===== config.mk =====
export PLATFORM = sky130hd
export DESIGN_NAME = cpu_run_ctrl
export DESIGN_NICKNAME = d
export VERILOG_FILES = /design/src/rtl/cpu_run_ctrl_pkg.sv /design/src/rtl/cpu_run_ctrl_btn_debounce.sv /design/src/rtl/cpu_run_ctrl.sv
export SDC_FILE = /design/constraint.sdc
export NUM_CORES = 1
export LEC_CHECK = 0
export ABC_AREA = 1
export BUFFER_PORTS_ARGS = -buffer_cell sky130_fd_sc_hd__buf_2
export CORE_ASPECT_RATIO = 1.4
export CORE_MARGIN = 10
export CORE_UTILIZATION = 54
export DETAILED_ROUTE_END_ITERATION = 10
export HOLD_SLACK_MARGIN = 0.08
export PLACE_DENSITY = 0.73
export REMOVE_ABC_BUFFERS = 1
export SYNTH_ARGS = -nofsm -noshare
export SYNTH_HDL_FRONTEND = slang
export SYNTH_SLANG_ARGS = --single-unit

===== constraint.sdc =====
create_clock -name clk -period 2.2 [get_ports clk]
set_clock_uncertainty 0.1 [all_clocks]
set_input_delay 0.55 -clock clk [delete_from_list [all_inputs] [get_ports clk]]
set_output_delay 0.55 -clock clk [all_outputs]
set_load 0.05 [all_outputs]

===== src/rtl/cpu_run_ctrl_pkg.sv =====
// Shared definitions for the CPU execution controller.
//  run_mode_t   : controller state, encoded exactly as it appears on the mode/LED output
//  BTN_*        : bit positions of the step, run/pause and cpu-reset buttons in btn[2:0]
//  eff_rate     : clamps the 5-bit rate select to the divider width
package cpu_run_ctrl_pkg;

    typedef enum logic [1:0] {
        RUN        = 2'b01,
        PAUSE      = 2'b10,
        RESET_HOLD = 2'b11
    } run_mode_t;

    localparam int BTN_STEP   = 0;
    localparam int BTN_TOGGLE = 1;
    localparam int BTN_RESET  = 2;

    // Effective divider exponent: min(rate, width).
    function automatic int eff_rate(input logic [4:0] rate, input int width);
        int r;
        r = int'(rate);
        if (r > width) begin
            return width;
        end else begin
            return r;
        end
    endfunction

endpackage


===== src/rtl/cpu_run_ctrl_btn_debounce.sv =====
// Push-button debouncer with press detection.
//  clk      : system clock
//  reset_n  : asynchronous active-low reset (button treated as released)
//  btn_n    : raw active-low button
//  press    : registered one-cycle pulse on each accepted released->pressed change
// The raw level is synchronised through two flops and inverted; a new level is
// accepted only after DEBOUNCE_CYCLES consecutive cycles that differ from the
// currently accepted level. Releases are accepted silently.
module cpu_run_ctrl_btn_debounce #(
    parameter int DEBOUNCE_CYCLES = 500000
) (
    input  logic clk,
    input  logic reset_n,
    input  logic btn_n,
    output logic press
);

    localparam int CW = $clog2(DEBOUNCE_CYCLES + 1);
    localparam logic [CW-1:0] CNT_LAST = CW'(DEBOUNCE_CYCLES - 1);

    logic [1:0]    sync_r;
    logic          stable_r;
    logic [CW-1:0] cnt_r;
    logic          press_r;
    logic          level_s;

    // Synchronised, active-high pressed level.
    always_comb begin
        level_s = ~sync_r[1];
    end

    // Synchroniser, stability counter and press pulse.
    always_ff @(posedge clk or negedge reset_n) begin
        if (!reset_n) begin
            sync_r   <= 2'b11;
            stable_r <= 1'b0;
            cnt_r    <= '0;
            press_r  <= 1'b0;
        end else begin
            sync_r  <= {sync_r[0], btn_n};
            press_r <= 1'b0;
            if (level_s == stable_r) begin
                cnt_r <= '0;
            end else if (cnt_r == CNT_LAST) begin
                // Level held long enough: accept it; only a press emits a pulse.
                stable_r <= level_s;
                cnt_r    <= '0;
                press_r  <= level_s;
            end else begin
                cnt_r <= cnt_r + CW'(1);
            end
        end
    end

    assign press = press_r;

endmodule


===== src/rtl/cpu_run_ctrl.sv =====
// Execution controller for the Hack Computer core.
//  clk, reset_n : system clock, asynchronous active-low reset
//  btn[2:0]     : raw active-low buttons: [0] step, [1] run/pause toggle, [2] cpu reset
//  rate[4:0]    : free-run period select, period = 2^min(rate,PRESCALE_W) cycles
//  bp_en        : breakpoint enable
//  bp_addr[14:0]: breakpoint PC
//  pc[14:0]     : current CPU program counter
//  cpu_en       : registered one-cycle clock-enable pulse to the CPU
//  cpu_reset    : registered active-high CPU reset
//  mode[1:0]    : current run_mode_t encoding
//  inst_count   : instructions executed since the last CPU reset (wraps)
module cpu_run_ctrl
    import cpu_run_ctrl_pkg::*;
#(
    parameter int DEBOUNCE_CYCLES = 500000,
    parameter int PRESCALE_W      = 24,
    parameter int RESET_CYCLES    = 4
) (
    input  logic        clk,
    input  logic        reset_n,
    input  logic [2:0]  btn,
    input  logic [4:0]  rate,
    input  logic        bp_en,
    input  logic [14:0] bp_addr,
    input  logic [14:0] pc,
    output logic        cpu_en,
    output logic        cpu_reset,
    output logic [1:0]  mode,
    output logic [15:0] inst_count
);

    localparam int HW = $clog2(RESET_CYCLES + 1);
    localparam logic [HW-1:0] HOLD_LAST = HW'(RESET_CYCLES - 1);

    logic [2:0]            press_s;
    run_mode_t             state_r, state_next_s;
    run_mode_t             ret_mode_r, ret_mode_next_s;
    logic [HW-1:0]         hold_cnt_r, hold_cnt_next_s;
    logic [PRESCALE_W-1:0] div_r, div_next_s, term_s;
    logic                  skip_bp_r, skip_bp_next_s;
    logic                  cpu_en_r, cpu_en_next_s;
    logic                  cpu_reset_r, cpu_reset_next_s;
    logic                  inst_clr_s;
    logic                  bp_hit_s;
    logic [15:0]           inst_count_r;

    cpu_run_ctrl_btn_debounce #(.DEBOUNCE_CYCLES(DEBOUNCE_CYCLES)) u_db_step (
        .clk     (clk),
        .reset_n (reset_n),
        .btn_n   (btn[BTN_STEP]),
        .press   (press_s[BTN_STEP])
    );

    cpu_run_ctrl_btn_debounce #(.DEBOUNCE_CYCLES(DEBOUNCE_CYCLES)) u_db_toggle (
        .clk     (clk),
        .reset_n (reset_n),
        .btn_n   (btn[BTN_TOGGLE]),
        .press   (press_s[BTN_TOGGLE])
    );

    cpu_run_ctrl_btn_debounce #(.DEBOUNCE_CYCLES(DEBOUNCE_CYCLES)) u_db_reset (
        .clk     (clk),
        .reset_n (reset_n),
        .btn_n   (btn[BTN_RESET]),
        .press   (press_s[BTN_RESET])
    );

    // Divider terminal value 2^r-1 and breakpoint match.
    always_comb begin
        int eff;
        eff    = eff_rate(rate, PRESCALE_W);
        term_s = '0;
        for (int i = 0; i < PRESCALE_W; i++) begin
            term_s[i] = (i < eff);
        end
        bp_hit_s = bp_en && (pc == bp_addr) && !skip_bp_r;
    end

    // Next-state and next-output decision; pulse priority is reset > toggle > step.
    always_comb begin
        state_next_s     = state_r;
        ret_mode_next_s  = ret_mode_r;
        hold_cnt_next_s  = hold_cnt_r;
        div_next_s       = div_r;
        skip_bp_next_s   = skip_bp_r;
        cpu_en_next_s    = 1'b0;
        cpu_reset_next_s = 1'b0;
        inst_clr_s       = 1'b0;

        if (press_s[BTN_RESET]) begin
            state_next_s     = RESET_HOLD;
            hold_cnt_next_s  = '0;
            div_next_s       = '0;
            cpu_en_next_s    = 1'b1;
            cpu_reset_next_s = 1'b1;
            inst_clr_s       = 1'b1;
            // A reset during the hold must not lose the mode to return to.
            if (state_r != RESET_HOLD) begin
                ret_mode_next_s = state_r;
            end else begin
                ret_mode_next_s = ret_mode_r;
            end
        end else begin
            case (state_r)
                RESET_HOLD: begin
                    if (hold_cnt_r == HOLD_LAST) begin
                        state_next_s    = ret_mode_r;
                        hold_cnt_next_s = '0;
                    end else begin
                        cpu_en_next_s    = 1'b1;
                        cpu_reset_next_s = 1'b1;
                        hold_cnt_next_s  = hold_cnt_r + HW'(1);
                    end
                end
                RUN: begin
                    if (press_s[BTN_TOGGLE]) begin
                        state_next_s = PAUSE;
                        div_next_s   = '0;
                    end else if (div_r == term_s) begin
                        div_next_s = '0;
                        if (bp_hit_s) begin
                            state_next_s = PAUSE;
                        end else begin
                            cpu_en_next_s  = 1'b1;
                            skip_bp_next_s = 1'b0;
                        end
                    end else begin
                        div_next_s = div_r + PRESCALE_W'(1);
                    end
                end
                PAUSE: begin
                    if (press_s[BTN_TOGGLE]) begin
                        // Resume past a breakpoint the CPU is currently parked on.
                        state_next_s   = RUN;
                        div_next_s     = '0;
                        skip_bp_next_s = 1'b1;
                    end else if (press_s[BTN_STEP]) begin
                        cpu_en_next_s = 1'b1;
                    end else begin
                        cpu_en_next_s = 1'b0;
                    end
                end
                default: begin
                    state_next_s     = RESET_HOLD;
                    hold_cnt_next_s  = '0;
                    cpu_en_next_s    = 1'b1;
                    cpu_reset_next_s = 1'b1;
                end
            endcase
        end
    end

    // State and registered outputs.
    always_ff @(posedge clk or negedge reset_n) begin
        if (!reset_n) begin
            state_r     <= RESET_HOLD;
            ret_mode_r  <= RUN;
            hold_cnt_r  <= '0;
            div_r       <= '0;
            skip_bp_r   <= 1'b0;
            cpu_en_r    <= 1'b1;
            cpu_reset_r <= 1'b1;
        end else begin
            state_r     <= state_next_s;
            ret_mode_r  <= ret_mode_next_s;
            hold_cnt_r  <= hold_cnt_next_s;
            div_r       <= div_next_s;
            skip_bp_r   <= skip_bp_next_s;
            cpu_en_r    <= cpu_en_next_s;
            cpu_reset_r <= cpu_reset_next_s;
        end
    end

    // Instruction counter: counts enables that reach an un-reset CPU.
    always_ff @(posedge clk or negedge reset_n) begin
        if (!reset_n) begin
            inst_count_r <= 16'h0000;
        end else if (inst_clr_s) begin
            inst_count_r <= 16'h0000;
        end else if (cpu_en_r && !cpu_reset_r) begin
            inst_count_r <= inst_count_r + 16'd1;
        end else begin
            inst_count_r <= inst_count_r;
        end
    end

    assign cpu_en     = cpu_en_r;
    assign cpu_reset  = cpu_reset_r;
    assign mode       = state_r;
    assign inst_count = inst_count_r;

endmodule

==> flow_metrics.tcl, run 1 <==
set metrics [dict create \
    arrival_ps 2340 \
    htree_num_levels 4 \
    maxCapViolCount 0 \
    rows 48 \
    drtIter0Drc 327 \
    drv_slew 0 \
    cts-buffers-inserted 17 \
    clock_sinks 119 \
    startpoint "div_r[4]" \
    status "complete, no violations" \
    io_pins 61 \
    final_util_pct 68.33 \
    final_cells 1156 \
    ys_ff_latch 119 \
    min_path_type "in -> reg" \
    drc 0 \
    dieArea_um2 17410 \
    cp_max_fo 4 \
    gp_congestion 0.9324 \
    grt_antenna_before_repair 0 \
    syn_avg_cell_area_um2 7.703 \
    fillCellCount 1036 \
    dp_hpwl_um 11760 \
    yosysSeqAreaShare_pct 44.38 \
    leakage_nw 4.168 \
    synthCells 875 \
    grt_overflow 0 \
    grt_pass1_wl_um 27120 \
    grt_pass1_vias 6119 \
    p_per_area_nw_per_um2 614.5 \
    min-delay-start "btn[0]" \
    clockRootBuffer "clkbuf_16" \
    cp.required_ps 2390 \
    grt_setup_unrepaired "true" \
    slew_headroom_pct 67.29 \
    worst_pin_slew_ps 486.2 \
    final_cell_mix "nand2_1 (161), inv_1 (130), dfrtp_1 (107), nor2_1 (92), buf_2 (58)" \
    track_usage_pct 18.42 \
    switching_share_pct 22.62 \
    num_vias 6218 \
    fp.coreArea_um2 12310 \
    cts_max_path_buffers 2 \
    synth.distinct_cells 46 \
    combPwrFrac_pct 5.8 \
    internal_power_mw 4.000 \
    final_common_cell "nand2_1" \
    finalCritPeriodShare_pct 97.87 \
    drive_above_1_share_pct 21.57 \
    initial_core_util_pct 54.75 \
    setup_viol_count_final 0 \
    pwr-share-seq_pct 43.2 \
    max_freq_ghz 0.4644 \
    clock_power_share_pct 51.0 \
    drt-pass1-iter-count 5 \
    port_buffers 60 \
    wl_per_cell_um 14.45 \
    chipWidth_um 114.4 \
    path_clk_slew_ps 60 \
    timing.final.crit_period_ps 2153 \
    die_h_um 152.2 \
    dp_cells 1113 \
    switchingPower_mw 1.169 \
    syn_to_final_growth_pct 24.82 \
    clk_latency_ps 410 \
    final_nets 1044 \
    yosysWarnings 0 \
    cp-end-kind "flip-flop" \
    ir_worst_vdd_mv 0.7300 \
    grt_start_max_net_pins 51 \
    ant_nets 0 \
    startpoint_type "flip-flop" \
    netlist_area_um2 6740 \
    wirelength_um 16710 \
    hold_viol 0 \
    cts_tree "yes" \
    p_total_mw 5.170 \
    viasPerCell 5.379 \
    diodes 0 \
    crit_type "reg -> reg" \
    r2r_start "div_r[4]" \
]
==> cell type report <==
type / count / area (µm²) / area share [%]
sequential: 119 / 2993 / 35.57
clock inverter: 8 / 73.82 / 0.8775
tap: 150 / 187.7 / 2.231
clock buffer: 24 / 491.7 / 5.845
timing repair buffer: 111 / 740.7 / 8.804
multi-input combinational: 609 / 3420 / 40.65
inverter: 135 / 506.7 / 6.023
==> critical path, cell delays in order, from the launching register on <==
cell      delay, ps
dfrtp_1         420
inv_1           130
nor3_1          200
nand2_1         150
nor2_1          220
nand3_2         150
nand3b_1        220
or2_2           290
nand4_1          80
o21ai_0          70
==> logic make-up (layout without fill, tap and decap cells) <==
family,Yosys count,after routing,synth area share (%)
and+or+nand+nor,436,436,29.59
buffers and inverters,147,278,8.521
AOI/OAI and AO/OA,122,122,10.30
DFF,119,119,44.38
xor gates and xnor gates,40,40,5.198
adders and majority gates,10,10,1.856
muxes,1,1,0.1485
==> state kept, by name (all words and copies together) (netlist names), 2 cells and up <==
name and count:
u_db_toggle.cnt_r 19, mode 2, ret_mode_r 2, u_db_reset.sync_r 2
u_db_toggle.sync_r 2, u_db_reset.cnt_r 19, u_db_step.sync_r 2, hold_cnt_r 3
div_r 24, u_db_step.cnt_r 19, inst_count 16
==> what timing repair did <==
item	4_1_cts	5_1_grt
hold endpoints to repair	19	0
endpoints found under the setup margin	0	39
buffers inserted	0	10
resized for setup	0	60
hold buffers	1	0
==> metal layers <==
layer / vias up / share of wire [%] / track usage (%)
li1: 3116 / - / -
met1: 2903 / 39 / 20.37
met2: 167 / 53 / 32.71
met3: 32 / 5.0 / 4.689
met4: 0 / 2.0 / 6.523
met5: - / 0 / 0
==> cells in the mapped netlist, drive strengths merged <==
cell	number	area, µm²
nand2	166	635.6
xnor2	11	96.34
o21bai	2	15.01
a21oi	35	178.9
clkbuf	5	18.77
o22ai	17	112.6
nor2	115	454.2
xor2	29	254.0
mux2i	1	10.01
nor3	37	221.5
ha	10	125.1
o211ai	5	37.54
inv	135	506.7
buf	7	48.79
o21a	4	30.03
a22oi	1	7.510
and3	1	6.260
a32o	1	10.01
or2	4	25.02
a211oi	2	15.01
a31oi	5	31.28
nand3	65	335.3
dfstp	11	289.0
dfrtp	108	2703
o2bb2ai	1	8.760
o21ai	48	240.2
nand3b	2	15.01
nor3b	7	57.55
a21boi	1	7.510
nand4	28	175.2
nor4	11	68.82
==> worst paths after layout <==
kind | end | slack [ps] | depth (start not counted)
min in group asynchronous | u_db_toggle.cnt_r[10] | 500 | 2
setup / recovery | div_r[19] | 50 | 9
max in group asynchronous | ret_mode_r[0] | 860 | 3
hold / removal | u_db_step.sync_r[0] | 150 | 1
setup reg to reg | div_r[19] | 50 | 9
hold reg to reg | u_db_toggle.sync_r[1] | 250 | 0
==> power groups by stage <==
stage,clock network [mW],logic (mW),registers (mW)
finish,2.64,0.300,2.23
global route,2.78,0.343,2.23
CTS,2.67,0.288,2.23
detailed placement,0,0.285,2.26
global placement,0,0.280,2.26
floorplan,0,0.134,2.26
==> through the flow <==
step	hold WS [ps]	setup WS, ps	cell area, µm²	setup TNS [ps]
after floorplan	154.4	-7.217	6673	-152.4
after global placement	246.3	-182.0	7501	-3117
after detailed placement	246.9	-241.7	7501	-3952
after CTS	130.7	22.73	8077	0
after global routing	129.1	-54.64	8413	-151.1
final	145.6	46.84	8413	0
(Power assumes the default switching activity.)
==> run 2: changes to the inputs <==
Settings changed: ABC_AREA 1 to unset.
==> run 2 against run 1 <==
Effect of this change: the run now ends with setup timing left; sequential cell count stayed put; count of clock-buffer cells in the layout is 4 lower; via count increased by 2.8%; global-route usage increased by 2.5 points; register-to-register slack got worse by 450 ps; maximum frequency shrank 17%; synthesized cell count down 18%; setup slack got worse by 450 ps; power increased by 6.4%; critical path type unchanged; critical endpoint is now div_r[17]; highest routed layer unchanged.
==> flow_metrics.tcl, run 2 <==
set metrics [dict create \
    seqCellArea_um2 2997 \
    slew_headroom_pct 66.14 \
    hold_path_depth 1 \
    netlist_area_um2 6599 \
    cts_tree "yes" \
    reg2reg_to "div_r[17]" \
    gp_congestion 0.8550 \
    timing.final.crit_period_ps 2605 \
    grt_overflow 0 \
    leakage_nw 4.178 \
    final_nets 939 \
    cp_max_fo 5 \
    grt_start_max_net_pins 44 \
    crit_type "reg -> reg" \
    grt_setup_unrepaired "true" \
    violations "setup timing" \
    p_per_area_nw_per_um2 600.5 \
    r2r_cells 11 \
    die_h_um 150.8 \
    final_common_cell "dfrtp_1" \
    worst_pin_slew_ps 504.0 \
    cts_max_path_buffers 2 \
    initial_core_util_pct 55.55 \
    maxCapViolCount 0 \
    largest_register_ffs 24 \
    wl_per_cell_um 19.10 \
    setup_viol_count_final 28 \
    p_total_mw 5.502 \
    fillCellCount 752 \
    ant_nets 0 \
    synth_area_leaders "dfrtp_1 (41%), xor2_1 (6.1%), nor2_1 (5.4%)" \
    r2r_start "div_r[23]" \
    setup_slack_ps -404.6 \
    synth.distinct_cells 58 \
    yosys-top-cells-count "dfrtp_1 (108), nor2_1 (95), nand2_1 (58)" \
    final_cell_mix "dfrtp_1 (104), nor2_1 (95), buf_4 (93), nand2_1 (58), buf_2 (54)" \
    hold_viol 0 \
    dieArea_um2 17100 \
    port_buffers 60 \
    cp.required_ps 2410 \
    min_path_type "in -> reg" \
    fp.coreArea_um2 11880 \
    multi_input_area_um2 3802 \
    regToRegSetupSlack_ps -400 \
    arrival_ps 2810 \
    dp_slack_ps -879.8 \
    async_reset_ff_share_pct 100.0 \
    cts-buffers-inserted 17 \
    path_clk_slew_ps 50 \
    startpoint_type "flip-flop" \
    drive_above_1_share_pct 32.41 \
    grt_antenna_before_repair 0 \
    num_vias 6394 \
    clockRootBuffer "clkbuf_16" \
    max_freq_ghz 0.3839 \
    ir_worst_vdd_mv 0.5786 \
    synthFlopType "dfrtp_1" \
    dp_hpwl_um 11690 \
    drt-pass1-iter-count 5 \
    synth-edff-count 0 \
    synth_top_area_share_pct 40.96 \
    synth_most_common_cell "dfrtp_1" \
    htree_num_levels 4 \
    finalCritPeriodShare_pct 118.4 \
    io_pins 61 \
    viasPerCell 6.101 \
    clk_latency_ps 420 \
    synthCells 720 \
    cp-end-kind "flip-flop" \
    syn_to_final_growth_pct 38.85 \
    yosysSeqAreaShare_pct 45.34 \
    grt_pass1_wl_um 29250 \
    drv_slew 0 \
    rows 47 \
    drc 0 \
    status "complete, but fails checks" \
    whs_endpoint "u_db_reset.sync_r[0]" \
    track_usage_pct 20.87 \
    chipWidth_um 113.4 \
    yosysTopAreaCell "dfrtp_1" \
    drtIter0Drc 495 \
    top_register "div_r" \
    ys_ff_latch 119 \
    diodes 0 \
    yosysWarnings 0 \
    min-delay-start "btn[2]" \
    startpoint "div_r[23]" \
    wirelength_um 20020 \
    clock_sinks 119 \
    grt_pass1_vias 6240 \
    syn_avg_cell_area_um2 9.165 \
]
[run 2: changes by cell type in the layout (fill, tap and decap cells not counted), sizes merged, moves of 14 or more]
cell,change
o22ai,-16
nor2,-20
xor2,+17
and3,+22
a21o,+19
nand2,-108
nor3,-15
xnor2,+25
a21oi,-19
inv,-111
buf,+63
o21ai,-14
nand3,-17
[run 2: critical path, cell delays in order, from the launching register on]
cell and delay [ps]:
dfrtp_1 430, buf_4 180, nor2_1 160, nand2_1 80, a21oi_1 280, o311ai_4 160
o41ai_4 380, buf_6 180, buf_6 130, clkbuf_16 160, o21ai_2 60, a21o_1 190
[run 2: report_power, final]
group	internal, mW	switching (mW)	leakage, nW
Sequential	2.21	0.0197	1.57
Clock	1.89	1.04	0.300
Combinational	0.164	0.182	2.30
Total	4.26	1.24	4.18
[run 2: cell type report]
class	count	share of cell area, %
inverter	21	0.8603
tap	147	2.007
sequential	119	32.71
clock buffer	20	5.094
clock inverter	12	1.803
timing repair buffer	177	16.03
multi-input combinational	552	41.50
[run 2: cell families after synthesis]
family	Yosys count	share of synthesized area, %
and+or+nand+nor	343	26.34
AOI/OAI and AO/OA	113	11.78
xor gates and xnor gates	82	10.88
adders and majority gates	10	1.896
DFF	119	45.34
buffers and inverters	49	3.166
muxes	4	0.6068
[run 2: worst max path at each step]
stage / depth (start not counted) / to
2_1_floorplan: 6 / div_r[23]
3_5_place_dp: 9 / div_r[18]
4_1_cts: 11 / div_r[15]
5_1_grt: 13 / div_r[4]
6_report: 11 / div_r[17]
3_3_place_gp: 11 / div_r[18]
[run 2: through the flow]
stage	cells	util, %	hold slack (ps)	area, µm²	setup TNS [ps]
floorplan	692	-	154.4	6469	-29670
global placement	986	64.37	247.7	7646	-20290
detailed placement	986	64.37	247.5	7646	-21980
CTS	1034	73.09	119.7	8682	-7164
global route	1048	77.13	121.4	9163	-10710
finish	1048	77.13	131.4	9163	-9324
[run 2: metal layers]
layer  up-vias  wire (µm)  global-route usage [%]
met4         0        937                   10.88
li1       2891          -                       -
met3        84       1288                   5.542
met5         -          0                       0
met2       302      10420                   36.98
met1      3117       7367                   22.24
[run 2: timing repair]
action | in CTS | in global routing
pin swaps | 15 | 34
gates resized for setup | 44 | 83
setup buffers | 13 | 9
hold endpoints to repair | 18 | 0
setup endpoints to repair | 28 | 30
cloned | 3 | 5
hold buffers | 1 | 0
